[config.mk]
export PLATFORM = sky130hd
export DESIGN_NAME = dmem_byte_responder_flat
export DESIGN_NICKNAME = d
export VERILOG_FILES = /design/src/rtl/dmem_byte_responder_if.sv /design/src/rtl/dmem_byte_responder.sv /design/src/flat_wrapper.sv
export SDC_FILE = /design/constraint.sdc
export NUM_CORES = 1
export LEC_CHECK = 0
export BUFFER_PORTS_ARGS = -buffer_cell sky130_fd_sc_hd__buf_2
export CAP_MARGIN = 20
export CORE_MARGIN = 4
export CORE_UTILIZATION = 47
export CTS_CLUSTER_SIZE = 28
export DETAILED_ROUTE_END_ITERATION = 12
export GPL_ROUTABILITY_DRIVEN = 0
export PLACE_DENSITY = 0.82
export SLEW_MARGIN = 10
export SYNTH_ARGS = -nofsm -noshare
export SYNTH_HDL_FRONTEND = slang
export SYNTH_SLANG_ARGS = --single-unit
[constraint.sdc]
create_clock -name clk -period 2.5 [get_ports clk]
set_input_delay 0.375 -clock clk [delete_from_list [all_inputs] [get_ports clk]]
set_output_delay 0.375 -clock clk [all_outputs]
set_load 0.01 [all_outputs]
[src/rtl/dmem_byte_responder_if.sv]
`default_nettype none
// ============================================================================
//  Module   : dmem_byte_responder_if
//  Purpose  : CPU data-side request/response bundle for the byte responder.
//  Revision : 1.0
// ============================================================================
interface dmem_byte_responder_if;
    logic        mem_read;
    logic [1:0]  mem_write;
    logic [31:0] address;
    logic [31:0] write_data;
    logic [31:0] read_data;
    logic        stall;

    modport master (
        output mem_read, mem_write, address, write_data,
        input  read_data, stall
    );

    modport slave (
        input  mem_read, mem_write, address, write_data,
        output read_data, stall
    );
endinterface
`default_nettype wire

[src/rtl/dmem_byte_responder.sv]
`default_nettype none
// ============================================================================
//  Module   : dmem_byte_responder
//  Purpose  : Serialises CPU word/half/byte data accesses onto an 8-bit SRAM.
//  Revision : 1.0
// ============================================================================
module dmem_byte_responder #(
    parameter int ADDR_W = 16
) (
    input  logic              clk,
    input  logic              rst,
    dmem_byte_responder_if.slave cpu,
    output logic              sram_cs,
    output logic              sram_we,
    output logic [ADDR_W-1:0] sram_addr,
    output logic [7:0]        sram_wdata,
    input  logic [7:0]        sram_rdata
);

    typedef enum logic [1:0] {
        IDLE   = 2'd0,
        ACCESS = 2'd1,
        WAIT   = 2'd2,
        DONE   = 2'd3
    } state_t;

    state_t            state, state_nx;
    logic [1:0]        cnt, cnt_nx;
    logic [1:0]        last;
    logic              is_write;
    logic [ADDR_W-1:0] base;
    logic [31:0]       wdata;
    logic              cs_nx, we_nx;
    logic [ADDR_W-1:0] addr_nx;
    logic [7:0]        wdata_nx;
    logic [1:0]        cap_idx;
    logic              req;
    logic [31-ADDR_W:0] unused_addr_hi;

    assign req            = cpu.mem_read | (cpu.mem_write != 2'b00);
    assign cpu.stall      = req & (state != DONE);
    assign cap_idx        = cnt - 2'd1;
    assign unused_addr_hi = cpu.address[31:ADDR_W];

    // SRAM controls are computed one cycle ahead so the byte for cnt is on the bus during ACCESS(cnt)
    always_comb begin
        state_nx = state;
        cnt_nx   = cnt;
        cs_nx    = 1'b0;
        we_nx    = 1'b0;
        addr_nx  = sram_addr;
        wdata_nx = sram_wdata;
        case (state)
            IDLE: begin
                if (req) begin
                    state_nx = ACCESS;
                    cnt_nx   = 2'd0;
                    cs_nx    = 1'b1;
                    we_nx    = (cpu.mem_write != 2'b00);
                    addr_nx  = cpu.address[ADDR_W-1:0];
                    wdata_nx = cpu.write_data[7:0];
                end
            end
            ACCESS: begin
                if (cnt == last) begin
                    state_nx = is_write ? DONE : WAIT;
                end else begin
                    cnt_nx   = cnt + 2'd1;
                    cs_nx    = 1'b1;
                    we_nx    = is_write;
                    addr_nx  = base + ADDR_W'(cnt_nx);
                    wdata_nx = wdata[{cnt_nx, 3'b000} +: 8];
                end
            end
            WAIT:    state_nx = DONE;
            default: state_nx = IDLE;
        endcase
    end

    always_ff @(posedge clk or negedge rst) begin
        if (!rst) begin
            state      <= IDLE;
            cnt        <= 2'd0;
            last       <= 2'd0;
            is_write   <= 1'b0;
            base       <= '0;
            wdata      <= 32'd0;
            sram_cs    <= 1'b0;
            sram_we    <= 1'b0;
            sram_addr  <= '0;
            sram_wdata <= 8'd0;
        end else begin
            state      <= state_nx;
            cnt        <= cnt_nx;
            sram_cs    <= cs_nx;
            sram_we    <= we_nx;
            sram_addr  <= addr_nx;
            sram_wdata <= wdata_nx;
            if (state == IDLE && req) begin
                is_write <= (cpu.mem_write != 2'b00);
                base     <= cpu.address[ADDR_W-1:0];
                wdata    <= cpu.write_data;
                case (cpu.mem_write)
                    2'b01:   last <= 2'd0;
                    2'b10:   last <= 2'd1;
                    default: last <= 2'd3;
                endcase
            end
        end
    end

    // Each load byte returns one cycle after its issue; the last one lands in WAIT
    always_ff @(posedge clk or negedge rst) begin
        if (!rst) begin
            cpu.read_data <= 32'd0;
        end else if (state == ACCESS && !is_write && cnt != 2'd0) begin
            cpu.read_data[{cap_idx, 3'b000} +: 8] <= sram_rdata;
        end else if (state == WAIT) begin
            cpu.read_data[31:24] <= sram_rdata;
        end
    end

endmodule
`default_nettype wire
[src/flat_wrapper.sv]
// flat-port wrapper written by rule: the top's interface ports become plain ports
module dmem_byte_responder_flat 
#(
    parameter int ADDR_W = 16
)
  (clk, rst, sram_cs, sram_we, sram_addr, sram_wdata, sram_rdata, cpu_mem_read, cpu_mem_write, cpu_address, cpu_write_data, cpu_read_data, cpu_stall);
  dmem_byte_responder_if cpu_i ();
  input  logic clk;
  input  logic rst;
  output logic sram_cs;
  output logic sram_we;
  output logic [ADDR_W-1:0] sram_addr;
  output logic [7:0] sram_wdata;
  input  logic [7:0] sram_rdata;
  input wire logic [$bits(cpu_i.mem_read)-1:0] cpu_mem_read;
  input wire logic [$bits(cpu_i.mem_write)-1:0] cpu_mem_write;
  input wire logic [$bits(cpu_i.address)-1:0] cpu_address;
  input wire logic [$bits(cpu_i.write_data)-1:0] cpu_write_data;
  output wire logic [$bits(cpu_i.read_data)-1:0] cpu_read_data;
  output wire logic [$bits(cpu_i.stall)-1:0] cpu_stall;
  assign cpu_i.mem_read = cpu_mem_read;
  assign cpu_i.mem_write = cpu_mem_write;
  assign cpu_i.address = cpu_address;
  assign cpu_i.write_data = cpu_write_data;
  assign cpu_read_data = cpu_i.read_data;
  assign cpu_stall = cpu_i.stall;
  dmem_byte_responder #(.ADDR_W(ADDR_W)) u_core (.clk(clk), .rst(rst), .cpu(cpu_i), .sram_cs(sram_cs), .sram_we(sram_we), .sram_addr(sram_addr), .sram_wdata(sram_wdata), .sram_rdata(sram_rdata));
endmodule
# After elaboration in Yosys (flattened, before gate mapping)
# Index checks and enable logic that the tools add are counted.
# W data, S select, Z words.
# word_totals
reg_bits	113
latch_bits	0
ram_bits	0
mem_bits_ro	0
input_bits	77
out_inout_bits	59
word_cells	64
memories	0
# op_classes
add_sub_neg	4
n_mul	0
div	0
magnitude_cmp	0
eq_ne	9
shifts	3
mux	23
n_bitwise	2
n_reduce_logical	11
# ops
operator	count
$bwmux W32	1
$mux W16	2
$mux W8	4
$pmux W16 S2	1
$shift A8 B7 Y32 const A	1
$shiftx A32 B6 Y8	1
$shiftx A8 B7 Y32	1
$add A16 B2 Y16	1
$pmux W8 S2	1
$mux W2	4
$pmux W2 S2	2
$reduce_bool A2 Y1	4
$neg A5 Y7	1
$pmux W2 S3	1
$mux W1	5
$eq A2 B1 Y1 const B	2
$eq A2 B2 Y1 const B	2
$ne A2 B1 Y1 const B	2
$ne A2 B2 Y1 const B	2
$pmux W1 S2	2
$logic_and A1 B1 Y1	3
$reduce_and A3 Y1	1
$add A2 B1 Y2 const B	1
$eq A2 B2 Y1	1
other kinds (6)	6

# Longest topological paths before layout
# Gate-level depths: netlist (run 1).
# logic_depth
word_depth	5
mapped_depth	9
depth_no_buf	8

# Worst setup path after synthesis (run 1)
# OpenSTA, ideal clock, no wires.
# synth_timing
path_kind	flip-flop to flip-flop
startpoint	register u_core.cnt[0]
endpoint	register u_core.sram_addr[15]
setup_ps	129
t_arrival_ps	2202
t_required_ps	2371
slack_ps	169
stages_incl_launch_ff	10
path_buffers	1
period_less_slack_ps	2331
cell_sequence	dfrtp_1 -> buf_4 -> inv_1 -> ha_1 -> ha_1 -> a21o_1 -> nand4_4 -> nor3_2 -> xnor2_1 -> o211ai_2
# synth_via
elab_chain_cells	4
elab_cells_between_ends	7
classes_between	add/sub: 2; eq/ne: 2; mux: 2; reduce/logical: 1
# synth_rtl
item	line_no	text
start: declaration	dmem_byte_responder.sv:28	logic [1:0] cnt, cnt_nx;
start signal: assignment	dmem_byte_responder.sv:94	cnt <= cnt_nx;
$add A2 B1 Y2	dmem_byte_responder.sv:68	cnt_nx = cnt + 2'd1;
$add A16 B2 Y16	dmem_byte_responder.sv:71	addr_nx = base + ADDR_W'(cnt_nx);
$mux W16	dmem_byte_responder.sv:65	if (cnt == last) begin
$pmux W16 S2	dmem_byte_responder.sv:53	case (state)
end signal: assignment	dmem_byte_responder.sv:97	sram_addr <= addr_nx;
end: declaration	dmem_byte_responder.sv:15	output logic [ADDR_W-1:0] sram_addr,
# Several ways; a longest one is shown, not always the timed one. The select of a mux whose other input is x is not followed.
# A chain may end at the register's enable or synchronous reset.

# Worst setup path in the final report (run 1)
# layout_timing
startpoint	register u_core.cnt[1]
endpoint	register u_core.sram_addr[15]
# Same word-level chain as after synthesis.

==> results of run 1 <==
## layout make-up
| type | count | area (µm²) |
|---|---|---|
| fill | 877 | 4270 |
| sequential | 113 | 2830 |
| multi-input combinational | 390 | 2250 |
| timing repair buffer | 129 | 701 |
| clock buffer | 22 | 473 |
| tap | 140 | 175 |
| clock inverter | 9 | 154 |
| inverter | 10 | 37.5 |
## repair_timing
action	in CTS	in global routing
hold endpoints to repair	34	0
setup endpoints to repair	0	0
hold buffers	1	0
## cell usage after synthesis, drive strengths merged
cell / instances / share of area (%)
nand2b: 2 / 0.24
a2bb2oi: 2 / 0.33
ha: 14 / 3.3
a21o: 3 / 0.57
nand3b: 2 / 0.29
a211oi: 2 / 0.29
xnor2: 13 / 2.2
mux2i: 16 / 3.1
a22o: 1 / 0.17
mux4: 8 / 3.5
nor2: 3 / 0.21
a21oi: 2 / 0.26
o221ai: 1 / 0.17
nand2: 226 / 16
fa: 1 / 0.38
o22ai: 1 / 0.12
o211ai: 1 / 0.24
nor3: 4 / 0.57
mux2: 10 / 2.1
buf: 14 / 1.6
nor2b: 1 / 0.12
inv: 10 / 0.72
o21ai: 55 / 5.2
dfrtp: 113 / 54
nand4: 3 / 0.64
nor3b: 3 / 0.52
nand3: 7 / 0.67
clkbuf: 13 / 0.93
and4: 2 / 0.33
and3: 2 / 0.24
xor2: 3 / 0.50
and2: 2 / 0.29
## worst max-delay path, stage by stage, from the launching register on
cell and delay [ps]:
dfrtp_1 420, inv_1 110, ha_1 350, ha_1 300
a21o_1 250, nand4_4 150, nor3_2 220, xnor2_1 160
o211ai_2 100
## metal layers
metal | global-route usage [%] | part of all wire [%] | routed length [µm]
met1 | 26.2 | 43 | 5410
met3 | 5.36 | 5.8 | 726
met2 | 34.2 | 50 | 6190
met4 | 6.81 | 1.2 | 149
met5 | 0 | 0.16 | 20
## kinds of logic after synthesis
kind of cell    count (synthesis)  synth area share [%]
buf+inv                        37                  3.24
flops                         113                  53.9
mux                            34                  8.71
compound gates                 68                  7.39
simple gates                  257                  20.3
fa+ha+maj                      15                  3.72
xor+xnor                       16                  2.67
## power by group
group / switching, µW / internal [µW] / leakage (µW)
Clock: 808 / 1720 / 0.000303
Sequential: 548 / 2720 / 0.00132
Combinational: 2210 / 1620 / 0.00167
## through the flow
| step | worst slack, ps | util [%] |
|---|---|---|
| floorplan | 169 | - |
| global placement | 404 | 55.0 |
| detailed placement | 344 | 55.0 |
| CTS | 300 | 60.8 |
| global route | 160 | 60.8 |
| finish | 310 | 60.8 |
## how the worst max path moves through the flow
stage,startpoint,endpoint,slack (ps),cells past startpoint
after detailed placement,u_core.cnt[1],u_core.sram_addr[15],340,8
after CTS,u_core.cnt[1],u_core.sram_addr[15],300,8
after floorplan,u_core.cnt[0],u_core.sram_addr[15],170,9
after global placement,u_core.cnt[1],u_core.sram_addr[15],400,8
after global routing,u_core.cnt[1],u_core.sram_addr[15],160,8
final,u_core.cnt[1],u_core.sram_addr[15],310,8
## flip-flops by register name, summed over array words and instances (netlist names), 2 cells and up
register,cells
u_core.cpu.read_data,32
u_core.sram_wdata,8
u_core.wdata,32
u_core.state,2
u_core.sram_addr,16
u_core.last,2
u_core.base,16
u_core.cnt,2
==> qor.txt, run 1 <==
Status = completed
Via count = 4201
Fin area = 6620 µm²
Worst slew pin tran = 494 ps
CTS tree = built
CP max FO = 5
Core Footprint = 10900 µm²
Sequential fraction of the synthesis area = 53.9%
Synth Register Bits = 113
Clock latency on the worst-skew pair = 510 ps
Hold WC Path Type = input port to flip-flop
Fin. Hold Viols = 0
Grt ovf = 0
DP Area = 5980 µm²
DIE WIDTH = 114 µm
Non-filler instance count after layout = 813
Hold_sp = cpu_write_data[17]
Endpoint, Worst Hold = u_core.wdata[17]
Total wire length = 12500 µm
Share of layout cells above drive strength 1 = 27.8%
Cells after DPL = 781
Final worst path period need = 2190 ps
H-tree levels = 4
Reg2reg start = u_core.cnt[1]
Most frequent cells in the layout = nand2_1, buf_2, dfrtp_1, o21ai_0
Max VDD drop = 0.611 mV
Unique masters post-synth = 43
Iteration-0 DRC Markers = 285
Worst r2r dst = u_core.sram_addr[15]
Crit share post-route = 87.6%
Global-route wire length before repair = 21100 µm
R2r setup slk = 310 ps
Total CTS buffers = 17
Max Cap Viol = 0
WP data required = 2880 ps
Final setup violation count = 0
Die Y = 114 µm
I/O Pins = 136
Max Fclk = 457 MHz
Rel. slew slack = 66.9%
Gr usage total = 20.5%
Mean Syn Cell Area = 9.71 µm²
NumNets Final = 753
# Post-CTS Setup Buffers = 0
Routed wire per std cell = 15.4 µm
Mapped Cells = 540
Yosys warns = 0
Setup Skew = 6.05 ps
Slew Limit Fails = 0
Type of the worst setup path = flip-flop to flip-flop
Rows = 38
Drt pass-1 iters = 4
RSZ-0062 raised after global routing = no
Clk buf depth = 2
Setup TNS = 0 ps
HPWL Detailed = 8620 µm
Setup crit end kind = flip-flop
CP startpoint kind = flip-flop
Worst-path clk slew = 50 ps
Port-buffer cells = 119
Number of remaining DRC errors = 0
Syn Nets = 632
Number of diodes = 0
Initial Utilization = 48.2%
Pwr per Cell Area = 1450 nW/µm²
WHS Path Cells = 3
Die ar. = 12900 µm²
Post-synthesis to final-layout area growth = 26.2%
Final hold slack = 51.2 ps
CP arrival = 2570 ps
Clock sink count = 113
P_leak = 0.00329 µW
R2R depth = 8
Post-CTS Resized = 0
Most common cell after layout, fill and taps aside = nand2_1
Clock root buffer = clkbuf_8
Largest net degree at the start of global routing = 59
Vias per cell = 5.17
Initial antenna violation count = 1
ANT nets after route = 0
Total power = 9610 µW
Vias in the first global route = 4394
Netlist Area Pre-Place = 5250 µm²
No activity file was read; power rests on OpenSTA's default activity.
==> inputs of run 2 (changes only) <==
--- a/config.mk
+++ b/config.mk
@@ -9,6 +9,7 @@
 export CAP_MARGIN = 20
 export CORE_MARGIN = 4
 export CORE_UTILIZATION = 47
+export CTS_BUF_LIST = sky130_fd_sc_hd__clkbuf_4 sky130_fd_sc_hd__clkbuf_8
 export CTS_CLUSTER_SIZE = 28
 export DETAILED_ROUTE_END_ITERATION = 12
 export GPL_ROUTABILITY_DRIVEN = 0
==> qor.txt, run 2 (synthesis results as in run 1) <==
Setup Skew = 9.49 ps (+3.44 ps)
R2R depth = 8 (unchanged)
Fin worst setup slack = 330 ps (+20.0 ps)
Max Cap Viol = 0 (unchanged)
Setup crit end kind = flip-flop
Setup TNS = 0 ps (unchanged)
Grt ovf = 0 (unchanged)
Post-synthesis to final-layout area growth = 22.9%
H-tree levels = 4 (unchanged)
Largest registers = u_core.cpu.read_data x32, u_core.wdata x32
# Post-CTS Setup Buffers = 0 (unchanged)
Slew Limit Fails = 0 (unchanged)
ANT nets after route = 0 (unchanged)
Clock latency on the worst-skew pair = 420 ps (-90 ps)
Pwr per Cell Area = 1390 nW/µm² (-4.0%)
Clock root buffer = clkbuf_8
Die ar. = 12900 µm² (unchanged)
Fin. Hold Viols = 0 (unchanged)
Die Y = 114 µm (unchanged)
CP max FO = 5 (unchanged)
WHS Path Cells = 3 (unchanged)
Number of diodes = 0 (unchanged)
CTS tree = built
Port-buffer cells = 119 (unchanged)
Most common cell after layout, fill and taps aside = nand2_1
HPWL Detailed = 8620 µm (unchanged)
DIE WIDTH = 114 µm (unchanged)
Rel. slew slack = 67.8% (+0.93 points)
Gr usage total = 19.7% (-0.87 points)
CP arrival = 2470 ps (-100 ps)
P_leak = 0.00321 µW (-2.4%)
Worst-path clk slew = 70 ps (+20 ps)
Crit share post-route = 86.8% (-0.80 points)
R2r setup slk = 330 ps (+20 ps)
RSZ-0062 raised after global routing = no
CP startpoint kind = flip-flop
Core Footprint = 10900 µm² (unchanged)
NumNets Final = 753 (unchanged)
WP data required = 2800 ps (-80 ps)
Iteration-0 DRC Markers = 279 (-2.1%)
Drt pass-1 iters = 4 (unchanged)
Number of remaining DRC errors = 0 (unchanged)
Final worst path period need = 2170 ps (-20.0 ps)
Rows = 38 (unchanged)
Clock sink count = 113 (unchanged)
Final hold slack = 144 ps (+92.6 ps)
Status = completed
Global-route wire length before repair = 20200 µm (-4.0%)
Worst slew pin tran = 483 ps (-11.3 ps)
Initial Utilization = 48.2% (unchanged)
Reg2reg start = u_core.cnt[1]
Worst r2r dst = u_core.sram_addr[15]
Endpoint, Worst Hold = u_core.wdata[22]
Share of layout cells above drive strength 1 = 27.9% (+0.15 points)
Crit path launch = u_core.cnt[1]
Clk buf depth = 2 (unchanged)
Vias in the first global route = 4218 (-4.0%)
Total CTS buffers = 17 (unchanged)
I/O Pins = 136 (unchanged)
Placement Setup Slack = 344 ps (unchanged)
Total wire length = 12200 µm (-2.7%)
Final setup violation count = 0 (unchanged)
Core Util, Final = 59.2% (-1.6 points)
Most frequent cells in the layout = nand2_1, buf_2, dfrtp_1, o21ai_0, clkbuf_8
Routed wire per std cell = 14.9 µm (-2.7%)
Max Fclk = 461 MHz (+0.92%)
Via count = 4175 (-0.62%)
Max VDD drop = 0.574 mV (-6.0%)
Initial antenna violation count = 1 (unchanged)
Vias per cell = 5.14 (-0.62%)
Hold WC Path Type = input port to flip-flop
Largest net degree at the start of global routing = 59 (unchanged)
Hold_sp = cpu_write_data[22]
Type of the worst setup path = flip-flop to flip-flop
run 2: layer usage:
layer  vias to the layer above  share of wire [%]  track usage [%]
met2                       145                 48             31.9
met1                      2003                 44             25.9
met5                         -               0.16                0
li1                       2011                  -                -
met3                        14                6.7             5.04
met4                         2               0.95             6.49
run 2: how the worst max path moves through the flow:
stage / slack [ps] / to / cells after the start
3_5_place_dp: 340 / u_core.sram_addr[15] / 8
5_1_grt: 180 / u_core.sram_addr[15] / 8
3_3_place_gp: 400 / u_core.sram_addr[15] / 8
4_1_cts: 310 / u_core.sram_addr[15] / 8
2_1_floorplan: 170 / u_core.sram_addr[15] / 9
6_report: 330 / u_core.sram_addr[15] / 8
run 2: critical path, stage by stage, from the launching register on:
cell      delay [ps]
dfrtp_1          420
inv_1            110
ha_1             350
ha_1             300
a21o_1           250
nand4_4          160
nor3_2           210
xnor2_1          160
o211ai_2         100
run 2: through the flow:
| stage | area (µm²) | instances | power [µW] |
|---|---|---|---|
| 2_1_floorplan | 5250 | 540 | 5880 |
| 3_3_place_gp | 5980 | 781 | 6900 |
| 3_5_place_dp | 5980 | 781 | 7120 |
| 4_1_cts | 6440 | 813 | 9080 |
| 5_1_grt | 6440 | 813 | 9690 |
| 6_report | 6440 | 813 | 8980 |
run 2: layout make-up:
cell class | count | area (µm²)
Clock buffer | 22 | 297
Clock inverter | 9 | 154
Fill cell | 903 | 4440
Inverter | 10 | 37.5
Multi-Input combinational cell | 390 | 2250
Sequential cell | 113 | 2830
Tap cell | 140 | 175
Timing Repair Buffer | 129 | 701
run 2: timing repair:
action                                 4_1_cts  5_1_grt
resized for setup                            0        0
endpoints found under the hold margin       34        0
hold buffers                                 1        0
run 2: where the power goes:
| part | leakage [µW] | switching (µW) | internal [µW] | total, µW |
|---|---|---|---|---|
| sequential | 0.00132 | 544 | 2710 | 3260 |
| combinational | 0.00167 | 2180 | 1610 | 3790 |
| clock | 0.000224 | 728 | 1200 | 1930 |
==> inputs of run 3 (changes only) <==
--- a/config.mk
+++ b/config.mk
@@ -13,8 +13,8 @@
 export CTS_CLUSTER_SIZE = 28
 export DETAILED_ROUTE_END_ITERATION = 12
 export GPL_ROUTABILITY_DRIVEN = 0
-export PLACE_DENSITY = 0.82
-export SLEW_MARGIN = 10
+export MAX_ROUTING_LAYER = met4
+export PLACE_DENSITY = 0.79
 export SYNTH_ARGS = -nofsm -noshare
 export SYNTH_HDL_FRONTEND = slang
 export SYNTH_SLANG_ARGS = --single-unit
==> qor.txt, run 3 (synthesis results as in run 1) <==
Status = finished, violations left
Violated checks = hold timing
Setup TNS = 0 ps (unchanged)
HPWL Detailed = 8640 µm (+0.26%)
Final setup violation count = 0 (unchanged)
Max Cap Viol = 0 (unchanged)
Initial antenna violation count = 1 (unchanged)
DP Area = 5980 µm² (unchanged)
Worst slew pin tran = 687 ps (+204 ps)
Max VDD drop = 0.619 mV (+7.9%)
Fin area = 6430 µm² (-0.25%)
P_leak = 0.00321 µW (-0.11%)
Cts hold-fix bufs = 0 (-1)
Fin worst setup slack = 253 ps (-76.2 ps)
Rows = 38 (unchanged)
Port-buffer cells = 119 (unchanged)
Final hold slack = -5.59 ps (-149 ps)
Post-synthesis to final-layout area growth = 22.6%
Vias per cell = 5.06 (-1.6%)
ANT nets after route = 0 (unchanged)
Most frequent cells in the layout = nand2_1, buf_2, dfrtp_1, o21ai_0, clkbuf_8
Buf/Inv on CP = 1 (unchanged)
Hold WC Path Type = input port to asynchronous set/reset pin
Delay-heaviest family, CP = adder cells
Worst path most repeated cell = ha_1
Die Y = 114 µm (unchanged)
Total CTS buffers = 17 (unchanged)
Drt pass-1 iters = 4 (unchanged)
Rel. slew slack = 54.2% (-14 points)
Vias in the first global route = 4212 (-0.14%)
Slew Limit Fails = 0 (unchanged)
Type of the worst setup path = flip-flop to flip-flop
Largest registers = u_core.cpu.read_data x32, u_core.wdata x32
NumNets Final = 752 (-0.13%)
Most common cell after layout, fill and taps aside = nand2_1
Clock root buffer = clkbuf_8
CTS tree = built
Grt ovf = 0 (unchanged)
Core Footprint = 10900 µm² (unchanged)
Die ar. = 12900 µm² (unchanged)
Total wire length = 12100 µm (-0.21%)
Worst-path clk slew = 70 ps (about the same)
Setup crit end kind = flip-flop
Cells after DPL = 781 (unchanged)
Slowest-stage cell, CP = dfrtp_1
DIE WIDTH = 114 µm (unchanged)
CP Cell Sequence = inv_1, ha_1, ha_1, a21o_1, nand4_4, nor3_2, xnor2_1, o211ai_2
Clock latency on the worst-skew pair = 420 ps (about the same)
WP data required = 2800 ps (about the same)
Crit share post-route = 89.9% (+3.0 points)
Setup Skew = 10.9 ps (+1.36 ps)
Clk buf depth = 2 (unchanged)
I/O Pins = 136 (unchanged)
Largest net degree at the start of global routing = 53 (-10%)
Iteration-0 DRC Markers = 232 (-17%)
Slowest stage delay, CP = 420 ps (about the same)
Via count = 4105 (-1.7%)
RSZ-0062 raised after global routing = no
Gr usage total = 20.6% (+0.93 points)
Fin. Hold Viols = 6 (+6)
Clock sink count = 113 (unchanged)
Post-CTS Resized = 0 (unchanged)
# Post-CTS Setup Buffers = 0 (unchanged)
H-tree levels = 4 (unchanged)
Core Util, Final = 59.0% (-0.15 points)
Final worst path period need = 2250 ps (+76.2 ps)
Routed wire per std cell = 14.9 µm (about the same)
Initial Utilization = 48.2% (unchanged)
CP startpoint kind = flip-flop
Pwr per Cell Area = 1400 nW/µm² (+0.44%)
Max Fclk = 445 MHz (-3.4%)
Non-filler instance count after layout = 812 (-0.12%)
CP max FO = 5 (unchanged)
CP arrival = 2550 ps (+80 ps)
Placement Setup Slack = 259 ps (-85.7 ps)
Global-route wire length before repair = 20500 µm (+1.5%)
Number of remaining DRC errors = 0 (unchanged)
Share of layout cells above drive strength 1 = 27.9% (-0.066 points)
## run 3: changes by cell type in the layout (fill, tap and decap cells not counted), sizes merged
cell and change:
clkbuf -3, bufinv +1, clkinv +1, clkinvlp -1
diode +1, dlygate4sd3 -1, inv +1
## run 3: worst reg2reg max path: stages (launching register included)
cell and delay [ps]:
dfrtp_1 420, inv_1 120, ha_1 380, ha_1 320
a21o_1 250, nand4_4 150, nor3_2 230, xnor2_1 160
o211ai_2 100
## run 3: layout make-up
type / count / area (µm²)
Clock inverter: 11 / 186
Tap cell: 140 / 175
Sequential cell: 113 / 2830
Fill cell: 943 / 4460
Inverter: 10 / 37.5
Multi-Input combinational cell: 390 / 2250
Antenna cell: 1 / 2.50
Clock buffer: 19 / 255
Timing Repair Buffer: 128 / 691
## run 3: path summary, 6_finish.rpt
| path | cells past startpoint | end | startpoint | slack [ps] |
|---|---|---|---|---|
| worst max-delay path | 8 | u_core.sram_addr[15] | u_core.cnt[1] | 250 |
| worst min-delay path | 1 | u_core.base[7] | rst | -6 |
| worst max register to register | 8 | u_core.sram_addr[15] | u_core.cnt[1] | 250 |
| worst min register to register | 2 | u_core.wdata[3] | u_core.wdata[3] | 480 |
| max in group asynchronous | 2 | u_core.cpu.read_data[6] | rst | 1690 |
| min in group clk | 3 | u_core.wdata[23] | cpu_write_data[23] | 140 |
## run 3: power by group
group | switching (µW) | internal (µW) | total, µW
Sequential | 539 | 2710 | 3250
Clock | 729 | 1210 | 1940
Combinational | 2180 | 1620 | 3800
## run 3: metal layers
layer  part of all wire (%)  vias up  global-route usage, %
li1                       -     2012                      -
met1                     45     1946                   26.8
met2                     47      130                   31.8
met3                    6.4       17                   4.93
met4                    1.5        0                   7.13
met5                      0        -                      -
## run 3: metrics by stage
step / total power, µW / hold WS, ps
6_report: 8990 / -5.59
5_1_grt: 9730 / 32.9
4_1_cts: 9100 / 0.560
3_5_place_dp: 7110 / 463
3_3_place_gp: 6900 / 450
2_1_floorplan: 5880 / 79.4
